===== src/rtl/mc_cu.sv =====
// mc_cu: multi-cycle MIPS control FSM with memory wait watchdog and retired counter
module mc_cu #(
    parameter bit MEM_HS   = 1'b1,
    parameter int WAIT_MAX = 16,
    parameter int CNT_W    = 16
) (
    input  logic             clock,
    input  logic             resetn,
    input  logic [5:0]       op,
    input  logic [5:0]       func,
    input  logic             z,
    input  logic             mem_ready,
    output logic             wpc,
    output logic             wir,
    output logic             wmem,
    output logic             wreg,
    output logic             iord,
    output logic             regrt,
    output logic             m2reg,
    output logic             jal,
    output logic             sext,
    output logic             shift,
    output logic             alusrca,
    output logic [1:0]       alusrcb,
    output logic [3:0]       aluc,
    output logic [1:0]       pcsource,
    output logic [2:0]       state,
    output logic [CNT_W-1:0] retired,
    output logic             err,
    output logic             illegal
);
    localparam int WW = $clog2(WAIT_MAX + 1);

    typedef enum logic [2:0] {
        S_IF  = 3'd0,
        S_ID  = 3'd1,
        S_EXE = 3'd2,
        S_MEM = 3'd3,
        S_WB  = 3'd4,
        S_ERR = 3'd5
    } state_t;

    state_t st, nst;
    logic [WW-1:0] wcnt;
    logic wpc_c, wir_c, wmem_c, wreg_c;
    logic rdy, wd, r;
    logic i_add, i_sub, i_and, i_or, i_xor, i_sll, i_srl, i_sra, i_jr;
    logic i_addi, i_andi, i_ori, i_xori, i_lui, i_lw, i_sw, i_beq, i_bne, i_j, i_jal;
    logic i_imm, legal;

    assign r      = op == 6'b000000;
    assign i_add  = r & (func == 6'b100000);
    assign i_sub  = r & (func == 6'b100010);
    assign i_and  = r & (func == 6'b100100);
    assign i_or   = r & (func == 6'b100101);
    assign i_xor  = r & (func == 6'b100110);
    assign i_sll  = r & (func == 6'b000000);
    assign i_srl  = r & (func == 6'b000010);
    assign i_sra  = r & (func == 6'b000011);
    assign i_jr   = r & (func == 6'b001000);
    assign i_addi = op == 6'b001000;
    assign i_andi = op == 6'b001100;
    assign i_ori  = op == 6'b001101;
    assign i_xori = op == 6'b001110;
    assign i_lui  = op == 6'b001111;
    assign i_lw   = op == 6'b100011;
    assign i_sw   = op == 6'b101011;
    assign i_beq  = op == 6'b000100;
    assign i_bne  = op == 6'b000101;
    assign i_j    = op == 6'b000010;
    assign i_jal  = op == 6'b000011;
    assign i_imm  = i_addi | i_andi | i_ori | i_xori | i_lui;
    assign legal  = i_add | i_sub | i_and | i_or | i_xor | i_sll | i_srl | i_sra | i_jr |
                    i_imm | i_lw | i_sw | i_beq | i_bne | i_j | i_jal;

    // without the handshake memory always completes in one cycle
    assign rdy = !MEM_HS || mem_ready;
    assign wd  = MEM_HS && !mem_ready && (wcnt == WW'(WAIT_MAX - 1));

    // write enables are killed while reset is held, even mid-instruction
    assign wpc   = wpc_c & resetn;
    assign wir   = wir_c & resetn;
    assign wmem  = wmem_c & resetn;
    assign wreg  = wreg_c & resetn;
    assign state = st;

    // per-state datapath controls and next-state selection
    always_comb begin
        nst = st;
        {wpc_c, wir_c, wmem_c, wreg_c} = 4'b0000;
        {iord, regrt, m2reg, jal, sext, shift, alusrca, illegal} = 8'b0;
        alusrcb  = 2'b00;
        aluc     = 4'b0000;
        pcsource = 2'b00;
        case (st)
            S_IF: begin
                alusrcb = 2'b01;
                wpc_c   = rdy;
                wir_c   = rdy;
                nst     = rdy ? S_ID : wd ? S_ERR : S_IF;
            end
            S_ID: begin
                alusrcb  = 2'b11;
                sext     = 1'b1;
                wpc_c    = i_j | i_jal | i_jr;
                wreg_c   = i_jal;
                jal      = i_jal;
                pcsource = (i_j | i_jal) ? 2'b11 : i_jr ? 2'b10 : 2'b00;
                illegal  = !legal;
                nst      = (i_j | i_jal | i_jr | !legal) ? S_IF : S_EXE;
            end
            S_EXE: begin
                alusrca  = 1'b1;
                shift    = i_sll | i_srl | i_sra;
                alusrcb  = (i_imm | i_lw | i_sw) ? 2'b10 : 2'b00;
                sext     = i_addi | i_lw | i_sw | i_beq | i_bne;
                aluc     = (i_sub | i_beq | i_bne) ? 4'b0100 :
                           (i_and | i_andi)        ? 4'b0001 :
                           (i_or  | i_ori)         ? 4'b0101 :
                           (i_xor | i_xori)        ? 4'b0010 :
                           i_lui                   ? 4'b0110 :
                           i_sll                   ? 4'b0011 :
                           i_srl                   ? 4'b0111 :
                           i_sra                   ? 4'b1111 : 4'b0000;
                pcsource = (i_beq | i_bne) ? 2'b01 : 2'b00;
                wpc_c    = (i_beq & z) | (i_bne & ~z);
                nst      = (i_beq | i_bne) ? S_IF : (i_lw | i_sw) ? S_MEM : S_WB;
            end
            S_MEM: begin
                iord   = 1'b1;
                wmem_c = i_sw;
                nst    = rdy ? (i_sw ? S_IF : S_WB) : wd ? S_ERR : S_MEM;
            end
            S_WB: begin
                wreg_c = 1'b1;
                regrt  = i_imm | i_lw;
                m2reg  = i_lw;
                nst    = S_IF;
            end
            S_ERR: nst = S_ERR;
            default: nst = S_IF;
        endcase
    end

    // state, sticky error, wait watchdog and retired-instruction counter
    always_ff @(posedge clock or negedge resetn) begin
        if (!resetn) begin
            st      <= S_IF;
            wcnt    <= '0;
            err     <= 1'b0;
            retired <= '0;
        end else begin
            st      <= nst;
            err     <= err | (nst == S_ERR);
            wcnt    <= (nst != st) ? '0 :
                       (MEM_HS && !mem_ready && (st == S_IF || st == S_MEM)) ? wcnt + WW'(1) : wcnt;
            retired <= retired + CNT_W'(nst == S_IF && st != S_IF && st != S_ERR);
        end
    end
endmodule


===== config.mk =====
export PLATFORM = sky130hd
export DESIGN_NAME = mc_cu
export DESIGN_NICKNAME = d
export VERILOG_FILES = /design/src/rtl/mc_cu.sv
export SDC_FILE = /design/constraint.sdc
export NUM_CORES = 1
export LEC_CHECK = 0
export ABC_AREA = 1
export CAP_MARGIN = 20
export CORE_ASPECT_RATIO = 0.6
export CORE_UTILIZATION = 60
export CTS_BUF_LIST = sky130_fd_sc_hd__clkbuf_8
export DETAILED_ROUTE_END_ITERATION = 7
export DONT_BUFFER_PORTS = 1
export PLACE_DENSITY = 0.76
export SLEW_MARGIN = 25
export SYNTH_ARGS = -nofsm -noshare
export SYNTH_HDL_FRONTEND = slang
export SYNTH_SLANG_ARGS = --single-unit

===== constraint.sdc =====
create_clock -name clock -period 6.25 [get_ports clock]
set_input_delay 1.5625 -clock clock [delete_from_list [all_inputs] [get_ports clock]]
set_output_delay 1.5625 -clock clock [all_outputs]
set_load 0.02 [all_outputs]

# [After elaboration in Yosys (flattened, before gate mapping)]
# Index checks and enable logic that the tools add are counted.
[word_totals] out_inout_bits=40 in_bits=16 reg_bits=25 wordCells=140
[classes] n_eq_ne=28 n_reduce_logical=13 addsub=2 bitwise=55 muxes=38
[op_table] op="6-bit equality test (second input constant)" count=7
[op_table] op="1-bit bitwise OR" count=39
[op_table] op="6-bit by 4-bit equality test with 1-bit output (second input constant)" count=6
[op_table] op="4-bit 2-to-1 mux" count=9
[op_table] op="6-bit by 2-bit equality test with 1-bit output (second input constant)" count=4
[op_table] op="3-bit 2-to-1 mux" count=7
[op_table] op="16-bit by 1-bit adder with 16-bit output" count=1
[op_table] op="1-bit AND" count=15
[op_table] op="3-bit case mux with 5 select lines" count=1
[op_table] op="6-bit by 3-bit equality test with 1-bit output (second input constant)" count=2
[op_table] op="6-bit logical NOT" count=2
[op_table] op="1-bit 2-to-1 mux" count=10
[op_table] op="5-bit 2-to-1 mux" count=2
[op_table] op="3-bit equality test (second input constant)" count=3
[op_table] op="2-bit 2-to-1 mux" count=4
[op_table] op="3-bit by 2-bit equality test with 1-bit output (second input constant)" count=2
[op_table] op="3-bit logical NOT" count=2
[op_table] op="2-bit case mux with 3 select lines" count=1
[op_table] op="5-bit by 1-bit adder with 5-bit output (second input constant)" count=1
[op_table] op="5-bit by 4-bit equality test with 1-bit output (second input constant)" count=1
[op_table] op="1-bit logical AND" count=4
[op_table] op="1-bit case mux with 2 select lines" count=2
[op_table] op="2-bit case mux with 2 select lines" count=1
[op_table] op="3-bit by 1-bit equality test with 1-bit output (second input constant)" count=1
[op_table] op="other kinds (8)" count=9

# [Longest topological paths before layout]
# Gate-level depths: netlist (run 1).
[depth] word_depth=25 depth_mapped=20 mapped_depth_nobuf=20

# [Worst setup path before layout (run 1)]
# Ideal clock, no wire load.
[synth_path] path_kind="in2out" from="input port op[0]" to="output port wpc" stages=7 path_buffers=0 setup_slack_ns=1.663 arrival_ns=3.024 required_time_ns=4.688 path_cell_list="nor2_1 > nand3_1 > o21ai_0 > inv_1 > nor2_1 > a41oi_1 > a21oi_1"
[synth_between] elab_chain_cells=5 word_cells_on_any_way=13 classes_between="4 x eq/ne; 1 x mux; 7 x bitwise; 1 x reduce/logical"
[synth_rtl] element="start: declaration" line="9" source="input logic [5:0] op,"
[synth_rtl] element="6-bit by 3-bit equality test with 1-bit output (tied with other cells)" line="68" source="assign i_beq = op == 6'b000100;"
[synth_rtl] element="1-bit AND (tied with other cells)" line="126" source="wpc_c = (i_beq & z) | (i_bne & ~z);"
[synth_rtl] element="1-bit bitwise OR, on equally long branches" line="126, 105"
[synth_rtl] element="1-bit case mux with 3 select lines (*)" line="95" source="case (st)"
[synth_rtl] element="1-bit AND (*)" line="81" source="assign wpc = wpc_c & resetn;"
[synth_rtl] element="end: declaration" line="13" source="output logic wpc,"
# Every way passes the cells marked *; elsewhere a longest branch is shown, timed or not.

# [Worst setup path in the final report (run 1)]
[layout_path] from="input port op[3]" to="output port wpc"
# Same word-level chain as after synthesis.

==> flow_summary.ini, run 1 <==
[pwr]
vdd_ir_drop_max_uv = 224
power_density_nw_per_um2 = 313
clkPwrFrac_pct = 16.3
p_comb_share_pct = 32.4
swShare_pct = 45.9
power.internal_uw = 307
pwr-share-seq_pct = 51.3
p_leak_uw = 0.000912
switchingPower_uw = 261

[timing]
setup_violations = 0
fin_hold_ws_ns = 0.576
rsz0062_at_grt = false
finalSetupTns_ns = 0
hold_viol_final = 0
post-route-period-util_pct = 78.7
slew_violations = 0
min_period_ns = 4.92
worst_pin_slew_ns = 0.767
fmax_mhz = 203
max_slew_margin_pct = 48.6
skew_ns = 0.00414

[place]
placed_area_sq_um = 1770
post-place-cells = 271
dpl.hpwl_um = 3220
gp_congestion = 0.922
portBuffers = 0

[outcome]
violations = design-rule violations
status = complete, but fails checks

[hold_path]
min_path_cells = 2
hp-start = wcnt[4]
hold_path_class = reg2reg

[routing]
firstDrtPassIters = 7
first_iter_violations = 136
antenna_left = 0
vias = 1611
drc = 3
viasPerCell = 5.86
wl_per_cell_um = 14.8
drt-total-wl_um = 4060

[setup_path]
required_ns = 4.69
critPathKind = in2out
path_max_fanout = 5
startpoint = op[3]
r2r_cells = 16
reg2reg_from = wcnt[0]
worst_setup_path_end_kind = primary output
start_kind = primary input
crit_arrival_ns = 3.35

[yosys]
avgSynthCellArea_sq_um = 7.22
yosysWarnings = 0
yosysSeqAreaShare_pct = 36.2
syn_area_sq_um = 1730
syn_nets = 259
syn_inst = 239
ys_types = 32
synth_seq_cells = 25

[clock_tree]
clk_latency_ns = 0.27
ctsHoldBuffers = 0
ctsResizeCount = 0
clock_sinks = 25
numCtsBuffers = 3
root_buffer = clkbuf_8
postCtsSetupBuffers = 0
cts_max_level = 1
cts_tree = built
clockBufferDepth = 2
clk_transition_reported_paths_ns = 0.08

[layout]
layout_common_cells = 54 x nor2_1, 34 x inv_1, 30 x nand2_1
utilization_pct = 69.4
final_cell_area_sq_um = 1810
regArea_sq_um = 626
drive_gt1_share_pct = 7.82
nets = 264
stdcell_count = 275
diodes = 0
fillers = 223
area_growth_syn_to_layout_pct = 4.93
multiInputGateArea_sq_um = 958
final_common_cell = nor2_1

[die]
coreArea_sq_um = 2610
fp.dieArea_sq_um = 3100
ioPinCount = 56
rows = 14
die_y_um = 43.6
start_util_pct = 66.2
die_w_um = 71.3

[run]
maxCapViolations = 0

[grt]
grt_max_degree = 27
grt_first_pass_wirelength_um = 6670
antenna_found_initial = 0
grt.overflow.total = 0
grt_pass1_vias = 1476
track_usage_pct = 28.3
layout make-up:
class | instances | area share [%]
Clock buffer | 3 | 2.28
Clock inverter | 1 | 0.207
Inverter | 36 | 7.46
Multi-Input combinational cell | 177 | 52.9
Sequential cell | 25 | 34.5
Tap cell | 32 | 2.21
Timing Repair Buffer | 1 | 0.414
cells by family (layout without fill, tap and decap cells):
kind of cell    after synthesis  count (layout)  synth area share [%]
simple gates                133             133                  35.3
buf+inv                      37              41                  8.26
fa+ha+maj                     4               4                  2.90
flops                        25              25                  36.2
xor+xnor                     16              16                  8.12
mux                           1               1                 0.580
compound gates               23              23                  8.62
critical path, stage by stage:
cell	delay, ns
nor2_1	0.28
nand3_1	0.24
o21ai_0	0.30
inv_1	0.07
nor2_1	0.39
a41oi_1	0.09
a21oi_1	0.43
final timing paths:
check	end	slack, ns
max in group asynchronous	wcnt[0]	5.20
min	wcnt[4]	0.58
min in group asynchronous	retired[6]	0.98
max	wpc	1.33
max reg2reg	retired[14]	2.71
min reg2reg	wcnt[4]	0.58
registers in the layout (all words and copies together), names as in the netlist:
register and cells:
wcnt 5, state 3, retired 16, err 1
synth_stat cells (all sizes together):
cell    number  share of area, %
a211o        1              0.51
a21o         1              0.51
a21oi        7               2.2
a31oi        3               1.1
a41oi        2               1.0
and2         2              0.72
and3         1              0.36
buf          1              0.43
dfrtp       25                36
ha           4               2.9
inv         36               7.8
mux2i        1              0.58
nand2       31               6.9
nand3       27               8.7
nand3b       1              0.43
nand4        6               2.2
nor2        56                13
nor3         8               2.9
nor4         1              0.36
o21a         1              0.43
o21ai        7               2.5
o22ai        1              0.36
xnor2        4               2.0
xor2        12               6.1
per-layer routing:
layer	track usage, %	vias to the layer above	part of all wire [%]
li1	-	786	-
met1	41.3	732	47
met3	8.14	4	11
met4	4.80	0	0.74
met2	43.0	89	41
met5	0	-	0
stage by stage:
stage	power (uW)	worst slack [ns]
2_1_floorplan	435	1.66
3_3_place_gp	465	1.44
3_5_place_dp	476	1.38
4_1_cts	570	1.37
5_1_grt	608	1.15
6_report	567	1.33
power groups by stage:
stage | logic (uW) | registers (uW) | clock network, uW
floorplan | 152 | 282 | 0
global placement | 174 | 291 | 0
detailed placement | 182 | 294 | 0
CTS | 183 | 291 | 96.4
global route | 209 | 298 | 102
finish | 184 | 291 | 92.7
(Power assumes the default switching activity.)
==> run 2, diff against run 1 <==
==> constraint.sdc (replaced) <==
create_clock -name clock -period 4.88 [get_ports clock]
set_input_delay 1.22 -clock clock [delete_from_list [all_inputs] [get_ports clock]]
set_output_delay 1.22 -clock clock [all_outputs]
set_load 0.02 [all_outputs]
==> flow_summary.ini, run 2 (synthesis gave the netlist of run 1 again) <==
[clock_tree]
numCtsBuffers = 3
postCtsSetupBuffers = 0
ctsResizeCount = 0
root_buffer = clkbuf_8
ctsHoldBuffers = 0
cts_tree = built
clock_sinks = 25
clk_latency_ns = 0.27
clk_transition_reported_paths_ns = 0.08
cts_max_level = 1
clockBufferDepth = 2

[place]
dpl.hpwl_um = 3290
pre_cts_ws_ns = 0.652
gp_congestion = 0.921
post-place-cells = 272
portBuffers = 0

[layout]
fillers = 224
stdcell_count = 276
layout_common_cells = 54 x nor2_1, 33 x inv_1, 30 x nand2_1
area_growth_syn_to_layout_pct = 5.44
regMostFlops = retired
nets = 265
diodes = 0
final_common_cell = nor2_1
drive_gt1_share_pct = 8.61
largest_reg_flops = 16

[outcome]
violations = design-rule violations
status = complete, but fails checks

[routing]
viasPerCell = 5.75
drc = 3
wl_per_cell_um = 14.7
firstDrtPassIters = 6
drt-total-wl_um = 4050
first_iter_violations = 108
vias = 1586
antenna_left = 0

[die]
start_util_pct = 66.2
fp.dieArea_sq_um = 3100
die_y_um = 43.6
rows = 14
die_w_um = 71.3
coreArea_sq_um = 2610
ioPinCount = 56

[pwr]
switchingPower_uw = 339
pwr-share-seq_pct = 50.8
p_leak_uw = 0.000916
power_density_nw_per_um2 = 403
vdd_ir_drop_max_uv = 298
p_comb_share_pct = 32.9
swShare_pct = 46.2
power.internal_uw = 395
clkPwrFrac_pct = 16.3

[grt]
grt.overflow.total = 0
grt_max_degree = 27
grt_pass1_vias = 1444
track_usage_pct = 28.8
antenna_found_initial = 0
grt_first_pass_wirelength_um = 6690

[setup_path]
worst_setup_path_end_kind = primary output
start_kind = primary input
required_ns = 3.66
r2r_setup_slack_ns = 1.40
crit_arrival_ns = 2.95
path_max_fanout = 5
critPathKind = in2out

[timing]
rsz0062_at_grt = false
worst_pin_slew_ns = 0.817
max_slew_margin_pct = 45.3
finalSetupTns_ns = 0
hold_viol_final = 0
skew_ns = 0.00715
fmax_mhz = 240
min_period_ns = 4.17
setup_ws_ns = 0.707
post-route-period-util_pct = 85.5
setup_violations = 0
slew_violations = 0

[run]
maxCapViolations = 0

[hold_path]
hold_path_class = reg2reg
==> run 2: worst paths after layout <==
| kind | from | end | cells past startpoint |
|---|---|---|---|
| max | op[3] | wpc | 8 |
| min | wcnt[4] | wcnt[4] | 2 |
| max reg2reg | wcnt[0] | retired[14] | 16 |
| min reg2reg | wcnt[4] | wcnt[4] | 2 |
| max in group asynchronous | resetn | retired[3] | 0 |
| min in group asynchronous | resetn | wcnt[2] | 0 |
==> run 2: power groups by stage <==
stage / logic (uW) / clock network, uW / registers [uW]
2_1_floorplan: 195 / 0 / 362
3_3_place_gp: 224 / 0 / 373
3_5_place_dp: 240 / 0 / 377
4_1_cts: 242 / 126 / 373
5_1_grt: 269 / 130 / 382
6_report: 241 / 120 / 373
==> run 2: per-stage QoR <==
step / cell area (sq um) / hold WS (ns) / power [uW] / util (%)
2_1_floorplan: 1730 / 0.512 / 557 / -
3_3_place_gp: 1770 / 0.533 / 597 / 68.0
3_5_place_dp: 1770 / 0.559 / 617 / 68.0
4_1_cts: 1820 / 0.579 / 741 / 69.8
5_1_grt: 1820 / 0.610 / 782 / 69.8
6_report: 1820 / 0.582 / 734 / 69.8
==> run 2: final cells by class <==
| class | count | area (sq um) | area share (%) |
|---|---|---|---|
| Multi-Input combinational cell | 177 | 958 | 52.6 |
| Sequential cell | 25 | 626 | 34.4 |
| Inverter | 36 | 135 | 7.42 |
| Clock buffer | 3 | 41.3 | 2.27 |
| Tap cell | 32 | 40.0 | 2.20 |
| Timing Repair Buffer | 2 | 15.0 | 0.825 |
| Clock inverter | 1 | 5.00 | 0.275 |
==> run 2: worst max-delay path: stages <==
cell and delay (ns):
nor2_1 0.31, nand3_1 0.28, o21ai_0 0.33, inv_1 0.07, nor2_1 0.10, buf_4 0.16
a41oi_1 0.05, a21oi_1 0.43
==> run 2: per-layer routing <==
| layer | global-route usage (%) | part of all wire, % | up-vias |
|---|---|---|---|
| met5 | 0 | 0 | - |
| met2 | 43.0 | 42 | 79 |
| li1 | - | - | 785 |
| met4 | 6.00 | 0.86 | 0 |
| met1 | 41.3 | 47 | 715 |
| met3 | 9.53 | 10 | 7 |
